**src/rtl/ksa_pkg.sv**
```systemverilog
`default_nettype none
// ============================================================================
// ksa_pkg : shared constants and helpers for the Kogge-Stone add/sub pipeline
// Rev 1.0 : initial release
// ============================================================================
package ksa_pkg;

   localparam int   KSA_WIDTH = 16;
   localparam logic OP_ADD    = 1'b0;
   localparam logic OP_SUB    = 1'b1;

   function automatic int clog2(input int value);
      int r;
      int v;
      r = 0;
      v = value - 1;
      while (v > 0) begin
         r = r + 1;
         v = v >> 1;
      end
      return r;
   endfunction

endpackage
`default_nettype wire

```
**src/rtl/ksa_prefix_row.sv**
```systemverilog
`default_nettype none
// ============================================================================
// ksa_prefix_row : one combinational row of Kogge-Stone black/grey cells
// Rev 1.0 : initial release
// ============================================================================
module ksa_prefix_row
   import ksa_pkg::*;
#(
   parameter int WIDTH = KSA_WIDTH,
   parameter int DIST  = 1
) (
   input  logic [WIDTH-1:0] g_i,
   input  logic [WIDTH-1:0] p_i,
   output logic [WIDTH-1:0] g_o,
   output logic [WIDTH-1:0] p_o
);

   generate
      for (genvar i = 0; i < WIDTH; i++) begin : g_bit
         if (i < DIST) begin : g_pass
            assign g_o[i] = g_i[i];
            assign p_o[i] = p_i[i];
         end else begin : g_cell
            assign g_o[i] = g_i[i] | (p_i[i] & g_i[i-DIST]);
            assign p_o[i] = p_i[i] & p_i[i-DIST];
         end
      end
   endgenerate

endmodule
`default_nettype wire

```
**src/rtl/ksa_addsub_pipe.sv**
```systemverilog
`default_nettype none
// ============================================================================
// ksa_addsub_pipe : 3-stage pipelined Kogge-Stone adder/subtractor, valid/ready
// Rev 1.0 : initial release
// ============================================================================
module ksa_addsub_pipe
   import ksa_pkg::*;
#(
   parameter int WIDTH = KSA_WIDTH
) (
   input  logic             clk,
   input  logic             reset,
   input  logic             in_valid,
   output logic             in_ready,
   input  logic [WIDTH-1:0] x,
   input  logic [WIDTH-1:0] y,
   input  logic             sub,
   input  logic             cin,
   output logic             out_valid,
   input  logic             out_ready,
   output logic [WIDTH-1:0] result,
   output logic             cout,
   output logic             ovf
);

   localparam int LEVELS = clog2(WIDTH);
   localparam int SPLIT  = LEVELS / 2;

   logic [WIDTH-1:0] w_ye;
   logic             w_c0;
   logic [WIDTH-1:0] w_p;
   logic [WIDTH-1:0] w_g0;
   logic [WIDTH-1:0] w_g_lvl [0:LEVELS];
   logic [WIDTH-1:0] w_p_lvl [0:LEVELS];

   logic [WIDTH-1:0] s1_g_q, s1_pg_q, s1_p_q;
   logic             s1_c0_q, s1_sub_q, s1_v_q, s1_v_d;
   logic [WIDTH-1:0] s2_g_q, s2_p_q;
   logic             s2_c0_q, s2_sub_q, s2_v_q, s2_v_d;
   logic [WIDTH-1:0] out_res_q;
   logic             out_cout_q, out_ovf_q, out_v_q, out_v_d;

   logic             w_load1, w_load2, w_load3, w_accept;
   logic [WIDTH-1:0] w_c, w_res;
   logic             w_cout, w_ovf;

   // Subtraction is x + ~y + ~bin; the carry-in is folded into bit 0's generate.
   assign w_ye = (sub == OP_SUB) ? ~y : y;
   assign w_c0 = (sub == OP_SUB) ? ~cin : cin;
   assign w_p  = x ^ w_ye;
   assign w_g0 = x & w_ye;
   assign w_g_lvl[0] = {w_g0[WIDTH-1:1], w_g0[0] | (w_p[0] & w_c0)};
   assign w_p_lvl[0] = w_p;

   generate
      for (genvar k = 0; k < LEVELS; k++) begin : g_row
         if (k == SPLIT) begin : g_from_s1
            ksa_prefix_row #(.WIDTH(WIDTH), .DIST(1 << k)) u_row (
               .g_i (s1_g_q),
               .p_i (s1_pg_q),
               .g_o (w_g_lvl[k+1]),
               .p_o (w_p_lvl[k+1])
            );
         end else begin : g_chain
            ksa_prefix_row #(.WIDTH(WIDTH), .DIST(1 << k)) u_row (
               .g_i (w_g_lvl[k]),
               .p_i (w_p_lvl[k]),
               .g_o (w_g_lvl[k+1]),
               .p_o (w_p_lvl[k+1])
            );
         end
      end
   endgenerate

   assign w_c    = {s2_g_q[WIDTH-2:0], s2_c0_q};
   assign w_res  = s2_p_q ^ w_c;
   assign w_cout = (s2_sub_q == OP_SUB) ? ~s2_g_q[WIDTH-1] : s2_g_q[WIDTH-1];
   assign w_ovf  = s2_g_q[WIDTH-1] ^ w_c[WIDTH-1];

   // Each stage may load when empty or when its successor loads this cycle.
   always_comb begin
      w_load3  = ~out_v_q | out_ready;
      w_load2  = ~s2_v_q | w_load3;
      w_load1  = ~s1_v_q | w_load2;
      in_ready = w_load1 & ~reset;
      w_accept = in_valid & in_ready;
      s1_v_d   = w_load1 ? w_accept : s1_v_q;
      s2_v_d   = w_load2 ? s1_v_q   : s2_v_q;
      out_v_d  = w_load3 ? s2_v_q   : out_v_q;
   end

   always_ff @(posedge clk or posedge reset) begin
      if (reset) begin
         s1_v_q     <= 1'b0;
         s2_v_q     <= 1'b0;
         out_v_q    <= 1'b0;
         s1_g_q     <= '0;
         s1_pg_q    <= '0;
         s1_p_q     <= '0;
         s1_c0_q    <= 1'b0;
         s1_sub_q   <= 1'b0;
         s2_g_q     <= '0;
         s2_p_q     <= '0;
         s2_c0_q    <= 1'b0;
         s2_sub_q   <= 1'b0;
         out_res_q  <= '0;
         out_cout_q <= 1'b0;
         out_ovf_q  <= 1'b0;
      end else begin
         s1_v_q  <= s1_v_d;
         s2_v_q  <= s2_v_d;
         out_v_q <= out_v_d;
         if (w_load1 && w_accept) begin
            s1_g_q   <= w_g_lvl[SPLIT];
            s1_pg_q  <= w_p_lvl[SPLIT];
            s1_p_q   <= w_p;
            s1_c0_q  <= w_c0;
            s1_sub_q <= sub;
         end
         if (w_load2 && s1_v_q) begin
            s2_g_q   <= w_g_lvl[LEVELS];
            s2_p_q   <= s1_p_q;
            s2_c0_q  <= s1_c0_q;
            s2_sub_q <= s1_sub_q;
         end
         if (w_load3 && s2_v_q) begin
            out_res_q  <= w_res;
            out_cout_q <= w_cout;
            out_ovf_q  <= w_ovf;
         end
      end
   end

   assign out_valid = out_v_q;
   assign result    = out_res_q;
   assign cout      = out_cout_q;
   assign ovf       = out_ovf_q;

endmodule
`default_nettype wire

```
**config.mk**
```make
export PLATFORM = sky130hd
export DESIGN_NAME = ksa_addsub_pipe
export DESIGN_NICKNAME = d
export VERILOG_FILES = /design/src/rtl/ksa_pkg.sv /design/src/rtl/ksa_prefix_row.sv /design/src/rtl/ksa_addsub_pipe.sv
export SDC_FILE = /design/constraint.sdc
export NUM_CORES = 1
export LEC_CHECK = 0
export BUFFER_PORTS_ARGS = -buffer_cell sky130_fd_sc_hd__buf_2
export CORE_AREA = 2 2 110 112
export CTS_BUF_LIST = sky130_fd_sc_hd__clkbuf_2
export CTS_CLUSTER_SIZE = 8
export DETAILED_ROUTE_END_ITERATION = 6
export DIE_AREA = 0 0 112 114
export SYNTH_ARGS = -nofsm -noshare
export SYNTH_HDL_FRONTEND = slang
export SYNTH_SLANG_ARGS = --single-unit
export TNS_END_PERCENT = 30
```
**constraint.sdc**
```tcl
create_clock -name clk -period 4.26 [get_ports clk]
set_clock_uncertainty 0.05 [all_clocks]
set_input_delay 0.426 -clock clk [delete_from_list [all_inputs] [get_ports clk]]
set_output_delay 0.426 -clock clk [all_outputs]
set_load 0.005 [all_outputs]
```
==> impl_metrics.json, run 1 <==
{
  "cts.sinks": 101,
  "ys_warn_count": 0,
  "crit_path_end_kind": "flop",
  "clk-insertion-delay-late_ns": 0.54,
  "min_period_over_period_pct": 53.55,
  "seq_area_frac_synth_pct": 55.43,
  "routed_wl_microns": 8794,
  "hold_violations": 0,
  "dr.pass1.iters": 4,
  "required_ns": 4.70,
  "antenna_found_initial": 0,
  "synth_top_area_share_pct": 55.43,
  "cp_slowest_stage_delay_ns": 0.97,
  "crit_buf_inv": 1,
  "ir_worst_vdd_uv": 157.3,
  "max_freq_mhz": 438.4,
  "grt_util_all_layers_pct": 14.48,
  "setup_tns_ns": 0,
  "synth_edf_count": 0,
  "start_util_pct": 38.93,
  "crit_path_start_kind": "flop",
  "cp.arrival_ns": 2.72,
  "dieHeight_microns": 114,
  "p_leak_nw": 2.391,
  "reg2reg_slack_ns": 1.98,
  "vias": 3127,
  "finalPower_w": 0.002408,
  "synth_cell_types": 30,
  "synth.area.mux_share_pct": 6.394,
  "cts.clk_slew.worst_paths_ns": 0.22,
  "place.gp.congestion": 0.7851,
  "worst_pin_slew_ns": 1.175,
  "crit_fanout": 30,
  "syn-cell-area_sq_um": 4559,
  "viasPerCell": 4.894,
  "cts.path.max_buffers": 2,
  "synth_top_flop_cell": "dfrtp_1",
  "grt_pass1_wl_microns": 14870,
  "path_class": "reg -> reg",
  "setup_violations": 0,
  "timing.hold.ws_ns": 0.1095,
  "synthSimpleGateAreaFrac_pct": 13.75,
  "root_buffer": "clkbuf_2",
  "synthXorXnorAreaFrac_pct": 6.723,
  "overflow": 0,
  "cts-buffers-inserted": 9,
  "startpoint": "s2_v_q",
  "port-buffer-count": 57,
  "ys_ff_latch": 101,
  "layout_common_cells": "nand2_1, dfrtp_1, buf_2",
  "yosys.area_share.adder_pct": 4.391,
  "stdcell_count": 639,
  "synth-compound-area-share_pct": 10.73,
  "critPathCapture": "s1_g_q[3]",
  "avgSynthCellArea_sq_um": 10.41,
  "maxCapViolations": 0,
  "powerDensity_nw_per_um2": 474.0,
  "grt_max_degree": 67,
  "dp_cells": 624,
  "drive_gt1_share_pct": 20.93,
  "postRouteAntennaNets": 0,
  "hp-class": "in -> reg",
  "post_drt_wl_per_cell_microns": 13.76,
  "die_w_microns": 112,
  "grt_pass1_vias": 3111,
  "path_depth": 5,
  "worstReg2RegEnd": "s1_g_q[3]",
  "final_nets": 543,
  "num_io_pins": 58,
  "path_cells": "and3b_4 > a211oi_4 > buf_4 > nor2_1 > a31oi_1",
  "layout_commonest_cell": "nand2_1",
  "finalCriticalPeriod_ns": 2.281,
  "drc": 0,
  "outcome": "finished clean",
  "synth_area_leaders": "dfrtp_1, nand2_1, mux2_2",
  "drv_slew": 0,
  "drt-initial-drc-count": 185,
  "cts_tree": "done",
  "critPathTopFamily": "compound AO/OA/AOI/OAI gates",
  "crit_slowest_cell": "a211oi_4",
  "rows": 40,
  "dieArea_sq_um": 12770,
  "synthArstFlopShare_pct": 100.0,
  "coreArea_sq_um": 11710,
  "nFillCells": 1175,
  "grt_setup_unrepaired": "false",
  "timing.rr.start": "s2_v_q",
  "n_antenna_cell": 0,
  "synth_top_family_by_area": "simple AND/OR/NAND/NOR gates",
  "synth_nets": 492,
  "cts_max_level": 3,
  "r2r_cells": 5,
  "place_hpwl_microns": 6565,
  "syn2layout_area_growth_pct": 11.42,
  "timing.slew.headroom_pct": 21.41,
  "syn_inst": 438,
  "yosysTopAreaCell": "dfrtp_1"
}
sequential cells by signal, summed over array words and instances (netlist names):
name and count:
s2_g_q 16, s2_c0_q 1, ovf 1, s1_sub_q 1, s1_pg_q 13, cout 1, result 16, s1_g_q 16
out_valid 1, s2_v_q 1, s1_v_q 1, s1_c0_q 1, s2_sub_q 1, s2_p_q 16, s1_p_q 15
cells by family after synthesis:
logic type	after synthesis
and+or+nand+nor	145
DFF	101
AOI/OAI and AO/OA	87
xor gates and xnor gates	35
buffers and inverters	28
muxes	26
adders and majority gates	16
Yosys cell counts, drive strengths merged (5+ instances only):
library cell    n
inv             5
dfrtp         101
ha             16
a31oi           9
nor2           14
mux2           25
xor2           16
clkbuf         13
buf            10
xnor2          19
o21ai          41
nand4           8
nand2         103
a21oi          23
nand3b          8
metal layers:
layer | global-route usage [%] | share of wire, %
met3 | 2.179 | 3.5
met1 | 20.60 | 51
met4 | 7.317 | 2.5
met5 | 0 | 0
met2 | 21.74 | 43
where the power goes:
group / leakage (nW) / switching [W] / internal (W)
Sequential: 1.24 / 0.000157 / 0.00121
Clock: 0.0653 / 0.000280 / 0.000132
Combinational: 1.08 / 0.000313 / 0.000317
per-stage QoR:
| stage | cell area (sq um) | worst slack [ns] | utilization (%) |
|---|---|---|---|
| 6_report | 5080 | 1.979 | 43.38 |
| 5_1_grt | 5080 | 1.781 | 43.38 |
| 4_1_cts | 5080 | 1.970 | 43.38 |
| 3_5_place_dp | 4976 | 1.874 | 42.49 |
| 3_3_place_gp | 4976 | 1.960 | 42.49 |
| 2_1_floorplan | 4559 | 1.137 | - |
worst min-delay path, stage by stage:
cell and delay, ns:
buf_2 0.09, nand2b_1 0.11, nand2b_1 0.06
layout make-up:
cell class	instances	area, sq um	area share [%]
clock inverter	3	38.79	0.7635
clock buffer	11	55.05	1.084
tap	147	183.9	3.621
multi-input combinational	309	1922	37.83
timing repair buffer	63	332.8	6.552
inverter	5	20.02	0.3941
sequential	101	2527	49.75
timing repair:
item / 4_1_cts / 5_1_grt
gates resized for setup: 0 / 0
hold buffers: 1 / 0
buffers inserted: 0 / 0
hold endpoints to repair: 35 / 0
worst min path at each step:
| stage | from | slack [ns] | cells after the start | to |
|---|---|---|---|---|
| after CTS | out_ready | 0.07 | 3 | out_valid |
| final | out_ready | 0.11 | 3 | out_valid |
| after global placement | s1_pg_q[10] | 0.40 | 2 | s1_pg_q[10] |
| after global routing | out_ready | 0.08 | 3 | out_valid |
| after floorplan | s1_pg_q[0] | 0.39 | 2 | s1_pg_q[0] |
| after detailed placement | s1_pg_q[10] | 0.41 | 2 | s1_pg_q[10] |
Note: power is estimated with default switching activity, not from simulation.
==> run 2: changes to the inputs <==
==> constraint.sdc (replaced) <==
create_clock -name clk -period 2.1 [get_ports clk]
set_clock_uncertainty 0.05 [all_clocks]
set_input_delay 0.21 -clock clk [delete_from_list [all_inputs] [get_ports clk]]
set_output_delay 0.21 -clock clk [all_outputs]
set_load 0.005 [all_outputs]
==> run 2 against run 1 <==
Global-route usage increased by 0.38 points. Setup slack got worse by 1.8 ns. Maximum frequency increased by 21%. Via count increased by 1.5%. Utilization increased by 1.5 points. Critical endpoint is now s1_g_q[14]. Non-clock buffer count increased by 10. Cell count increased by 1.7%. Clock power increased by 140%. Sequential share of layout area decreased by 1.7 points. Final area increased by 3.4%. Clock-buffer cell count decreased by 1. Register-to-register slack got worse by 1.8 ns.
==> impl_metrics.json, run 2 (synthesis results as in run 1) <==
{
  "layout_common_cells": "nand2_1, dfrtp_1, buf_2",
  "timing.slew.headroom_pct": 53.94,
  "hp-class": "in -> reg",
  "antenna_found_initial": 0,
  "drv_slew": 0,
  "p_comb_share_pct": 25.7,
  "finalPower_w": 0.005071,
  "stdcell_count": 650,
  "fin_ws_ns": 0.2112,
  "pwr-share-seq_pct": 54.6,
  "finalCriticalPeriod_ns": 1.889,
  "crit_path_start_kind": "flop",
  "post_drt_wl_per_cell_microns": 13.84,
  "cts-buffers-inserted": 9,
  "fin_util_pct": 44.87,
  "wl_met3_microns": 407,
  "switchingPower_w": 0.001562,
  "grt_util_all_layers_pct": 14.86,
  "cp.arrival_ns": 2.29,
  "drt-initial-drc-count": 172,
  "routed_wl_microns": 8995,
  "port-buffer-count": 57,
  "syn2layout_area_growth_pct": 15.26,
  "drc": 0,
  "top_layer": "met4",
  "rows": 40,
  "root_buffer": "clkbuf_2",
  "wl_met2_microns": 3821,
  "cts.sinks": 101,
  "maxCapViolations": 0,
  "max_freq_mhz": 529.4,
  "cts.clk_slew.worst_paths_ns": 0.22,
  "crit_path_end_kind": "flop",
  "ir_worst_vdd_uv": 305.5,
  "dr.pass1.iters": 4,
  "cts.path.max_buffers": 2,
  "dp_cells": 628,
  "postRouteAntennaNets": 0,
  "n_antenna_cell": 0,
  "path_class": "reg -> reg",
  "setup_violations": 0,
  "grt_setup_unrepaired": "false",
  "grt_pass1_wl_microns": 15300,
  "p_leak_nw": 2.459,
  "viasPerCell": 4.885,
  "drive_gt1_share_pct": 21.47,
  "nFillCells": 1196,
  "dieArea_sq_um": 12770,
  "power_switching_share_pct": 30.80,
  "final_nets": 553,
  "post_cts_resized": 0,
  "pre_cts_slack_ns": 0.2433,
  "die_w_microns": 112,
  "hold_violations": 0,
  "seqCellArea_sq_um": 2527,
  "overflow": 0,
  "cts_max_level": 3,
  "vias": 3175,
  "min_period_over_period_pct": 89.94,
  "outcome": "finished clean",
  "dieHeight_microns": 114,
  "num_io_pins": 58,
  "start_util_pct": 38.93,
  "worst_pin_slew_ns": 0.6895,
  "layout_commonest_cell": "nand2_1",
  "clk-insertion-delay-late_ns": 0.55,
  "place_hpwl_microns": 6616,
  "p_int_w": 0.003509,
  "grt_max_degree": 50,
  "grt_pass1_vias": 3127,
  "coreArea_sq_um": 11710,
  "required_ns": 2.50,
  "multi_input_area_sq_um": 1922,
  "power_frac_clock_pct": 19.7,
  "crit_fanout": 20,
  "powerDensity_nw_per_um2": 965.0,
  "cts_tree": "done",
  "place.gp.congestion": 0.8067,
  "met1_length_microns": 4574,
  "setup_tns_ns": 0
}
## run 2: final timing paths
kind | start | endpoint | slack [ns] | cells after the start
worst max-delay path | s2_v_q | s1_g_q[14] | 0.21 | 4
min in group asynchronous | reset | s1_pg_q[12] | 0.26 | 3
worst max register to register | s2_v_q | s1_g_q[14] | 0.21 | 4
max in group asynchronous | reset | s2_g_q[3] | 1.12 | 4
worst min register to register | result[14] | result[14] | 0.45 | 2
worst min-delay path | x[13] | s1_g_q[14] | 0.06 | 4
## run 2: power groups by stage
stage / Sequential, W / Clock (W) / Combinational (W)
floorplan: 0.00276 / 0 / 0.000860
global placement: 0.00280 / 0 / 0.00129
detailed placement: 0.00283 / 0 / 0.00132
CTS: 0.00278 / 0.00103 / 0.00134
global route: 0.00284 / 0.00109 / 0.00150
finish: 0.00277 / 0.000999 / 0.00130
## run 2: critical path: stages (launching register included)
cell       delay (ns)
dfrtp_1          0.46
and3b_4          0.23
a211o_1          0.52
a2111oi_0        0.46
nor2_1           0.08
## run 2: cell type report
type	count	share of cell area [%]
tap	147	3.500
sequential	101	48.10
clock buffer	10	0.9524
timing repair buffer	73	9.000
inverter	5	0.4286
clock inverter	5	1.452
multi-input combinational	309	36.57
## run 2: through the flow
step | area [sq um] | hold WS (ns)
floorplan | 4563 | 0.3512
global placement | 5059 | 0.3375
detailed placement | 5059 | 0.3441
CTS | 5255 | 0.009364
global route | 5255 | 0.03559
finish | 5255 | 0.05583
## run 2: timing repair
action                                 4_1_cts  5_1_grt
setup buffers                                0        0
endpoints found under the hold margin       36        0
hold buffers                                 7        0
setup endpoints to repair                    0        0
## run 2: layer usage
metal	global-route usage (%)	vias to the layer above
li1	-	1601
met2	21.45	79
met5	0	-
met4	6.504	0
met1	22.17	1480
met3	2.444	15
==> run 3: changes to the inputs <==
--- a/config.mk
+++ b/config.mk
@@ -5,12 +5,12 @@
 export SDC_FILE = /design/constraint.sdc
 export NUM_CORES = 1
 export LEC_CHECK = 0
-export BUFFER_PORTS_ARGS = -buffer_cell sky130_fd_sc_hd__buf_2
 export CORE_AREA = 2 2 110 112
 export CTS_BUF_LIST = sky130_fd_sc_hd__clkbuf_2
 export CTS_CLUSTER_SIZE = 8
 export DETAILED_ROUTE_END_ITERATION = 6
 export DIE_AREA = 0 0 112 114
+export DONT_BUFFER_PORTS = 1
 export SYNTH_ARGS = -nofsm -noshare
 export SYNTH_HDL_FRONTEND = slang
 export SYNTH_SLANG_ARGS = --single-unit
==> run 3 against run 2 <==
Setup slack worse by 0.048 ns. Routed wire length is 2.6% higher. Die area stayed put. Critical path type unchanged.
==> impl_metrics.json, run 3 (synthesis results as in run 1) <==
{
  "layout_common_cells": "nand2_1, dfrtp_1, o21ai_0",
  "crit_fanout": 25,
  "worst_pin_slew_ns": 0.4995,
  "rows": 40,
  "max_freq_mhz": 516.3,
  "place.gp.congestion": 0.7899,
  "port-buffer-count": 0,
  "coreArea_sq_um": 11710,
  "num_io_pins": 58,
  "grt_pass1_vias": 3000,
  "place_hpwl_microns": 6405,
  "start_util_pct": 38.93,
  "path_cells": "and3b_4 > a211oi_4 > buf_12 > nand2_1 > nand2_1 > dlygate4sd3_1",
  "dieHeight_microns": 114,
  "crit_buf_inv": 2,
  "fin_util_pct": 44.11,
  "post_cts_resized": 0,
  "cts_max_level": 3,
  "cts_tree": "done",
  "vias": 3102,
  "critPathTopFamily": "buffers and inverters",
  "finalCriticalPeriod_ns": 1.937,
  "min_period_over_period_pct": 92.24,
  "p_leak_nw": 2.318,
  "stdcell_count": 615,
  "maxCapViolations": 0,
  "cp.arrival_ns": 2.42,
  "hold_violations": 0,
  "outcome": "finished clean",
  "routed_wl_microns": 9228,
  "cts.clk_slew.worst_paths_ns": 0.25,
  "grt_setup_unrepaired": "false",
  "dieArea_sq_um": 12770,
  "syn2layout_area_growth_pct": 13.31,
  "die_w_microns": 112,
  "dr.pass1.iters": 4,
  "overflow": 0,
  "antenna_found_initial": 1,
  "cp_slowest_stage_delay_ns": 0.55,
  "viasPerCell": 5.044,
  "grt_max_degree": 50,
  "final_nets": 516,
  "cts.path.max_buffers": 2,
  "drt-initial-drc-count": 153,
  "crit_path_end_kind": "flop",
  "post_drt_wl_per_cell_microns": 15.00,
  "path_class": "reg -> reg",
  "reg2reg_slack_ns": 0.16,
  "grt_pass1_wl_microns": 15140,
  "drc": 0,
  "cpMostUsedCell": "nand2_1",
  "finalInstanceArea_sq_um": 5166,
  "required_ns": 2.59,
  "placed_area_sq_um": 4741,
  "hp-class": "in -> reg",
  "ir_worst_vdd_uv": 280.4,
  "timing.slew.headroom_pct": 65.84,
  "cts.sinks": 101,
  "crit_slowest_cell": "dlygate4sd3_1",
  "drive_gt1_share_pct": 11.56,
  "grt_util_all_layers_pct": 15.09,
  "cts-buffers-inserted": 9,
  "postRouteAntennaNets": 0,
  "dp_cells": 570,
  "drv_slew": 0,
  "powerDensity_nw_per_um2": 959.8,
  "clk-insertion-delay-late_ns": 0.58,
  "setup_tns_ns": 0,
  "root_buffer": "clkbuf_2",
  "crit_path_start_kind": "flop",
  "layout_commonest_cell": "nand2_1",
  "timing.hold.ws_ns": 0.04134,
  "setup_violations": 0
}
-- run 3: changes by cell type in the layout (fill, tap and decap cells not counted) --
cell,change
buf_2,-57
dlygate4sd3_1,+19
buf_12,-2
buf_4,+2
clkinv_2,+2
clkbuf_16,+1
clkbuf_2,+1
clkinv_1,-1
clkinvlp_4,-1
diode_2,+1
-- run 3: layer usage --
layer / vias up / share of wire, % / global-route usage, %
li1: 1536 / - / -
met1: 1487 / 49 / 22.09
met2: 64 / 43 / 21.29
met3: 15 / 4.5 / 3.135
met4: 0 / 2.6 / 7.561
met5: - / 0 / 0
-- run 3: worst paths after layout --
kind	start	to	depth (start not counted)
min in group asynchronous	reset	s1_g_q[11]	3
min	y[1]	s1_p_q[1]	4
max	s2_v_q	s1_sub_q	6
min reg2reg	s1_pg_q[10]	s1_pg_q[10]	2
max in group asynchronous	reset	s1_v_q	3
max reg2reg	s2_v_q	s1_sub_q	6
-- run 3: power breakdown --
group / leakage [nW] / internal, W / total, W / switching (W)
logic: 0.989 / 0.000563 / 0.00111 / 0.000545
clock network: 0.0857 / 0.000398 / 0.00102 / 0.000620
registers: 1.24 / 0.00245 / 0.00283 / 0.000379
-- run 3: cell type report --
type	instances	area, sq um
Fill cell	1167	6545
Inverter	5	22.52
Clock inverter	5	75.07
Clock buffer	11	55.05
Antenna cell	1	2.502
Multi-Input combinational cell	309	1922
Timing Repair Buffer	36	377.9
Sequential cell	101	2527
Tap cell	147	183.9
-- run 3: through the flow --
stage	total power (W)	setup WS, ns
3_3_place_gp	0.003909	0.3150
6_report	0.004959	0.1630
3_5_place_dp	0.003957	0.2896
4_1_cts	0.005010	0.1083
2_1_floorplan	0.003621	0.07021
5_1_grt	0.005316	0.05956
-- run 3: worst min-delay path, stage by stage --
cell,delay [ns]
xor2_1,0.12
ha_1,0.21
nand2_1,0.07
nand2_1,0.05
-- run 3: repair_timing --
| item | CTS | global route |
|---|---|---|
| setup endpoints to repair | 0 | 1 |
| hold endpoints to repair | 147 | 0 |
| setup buffers | 0 | 1 |
| hold buffers | 26 | 0 |
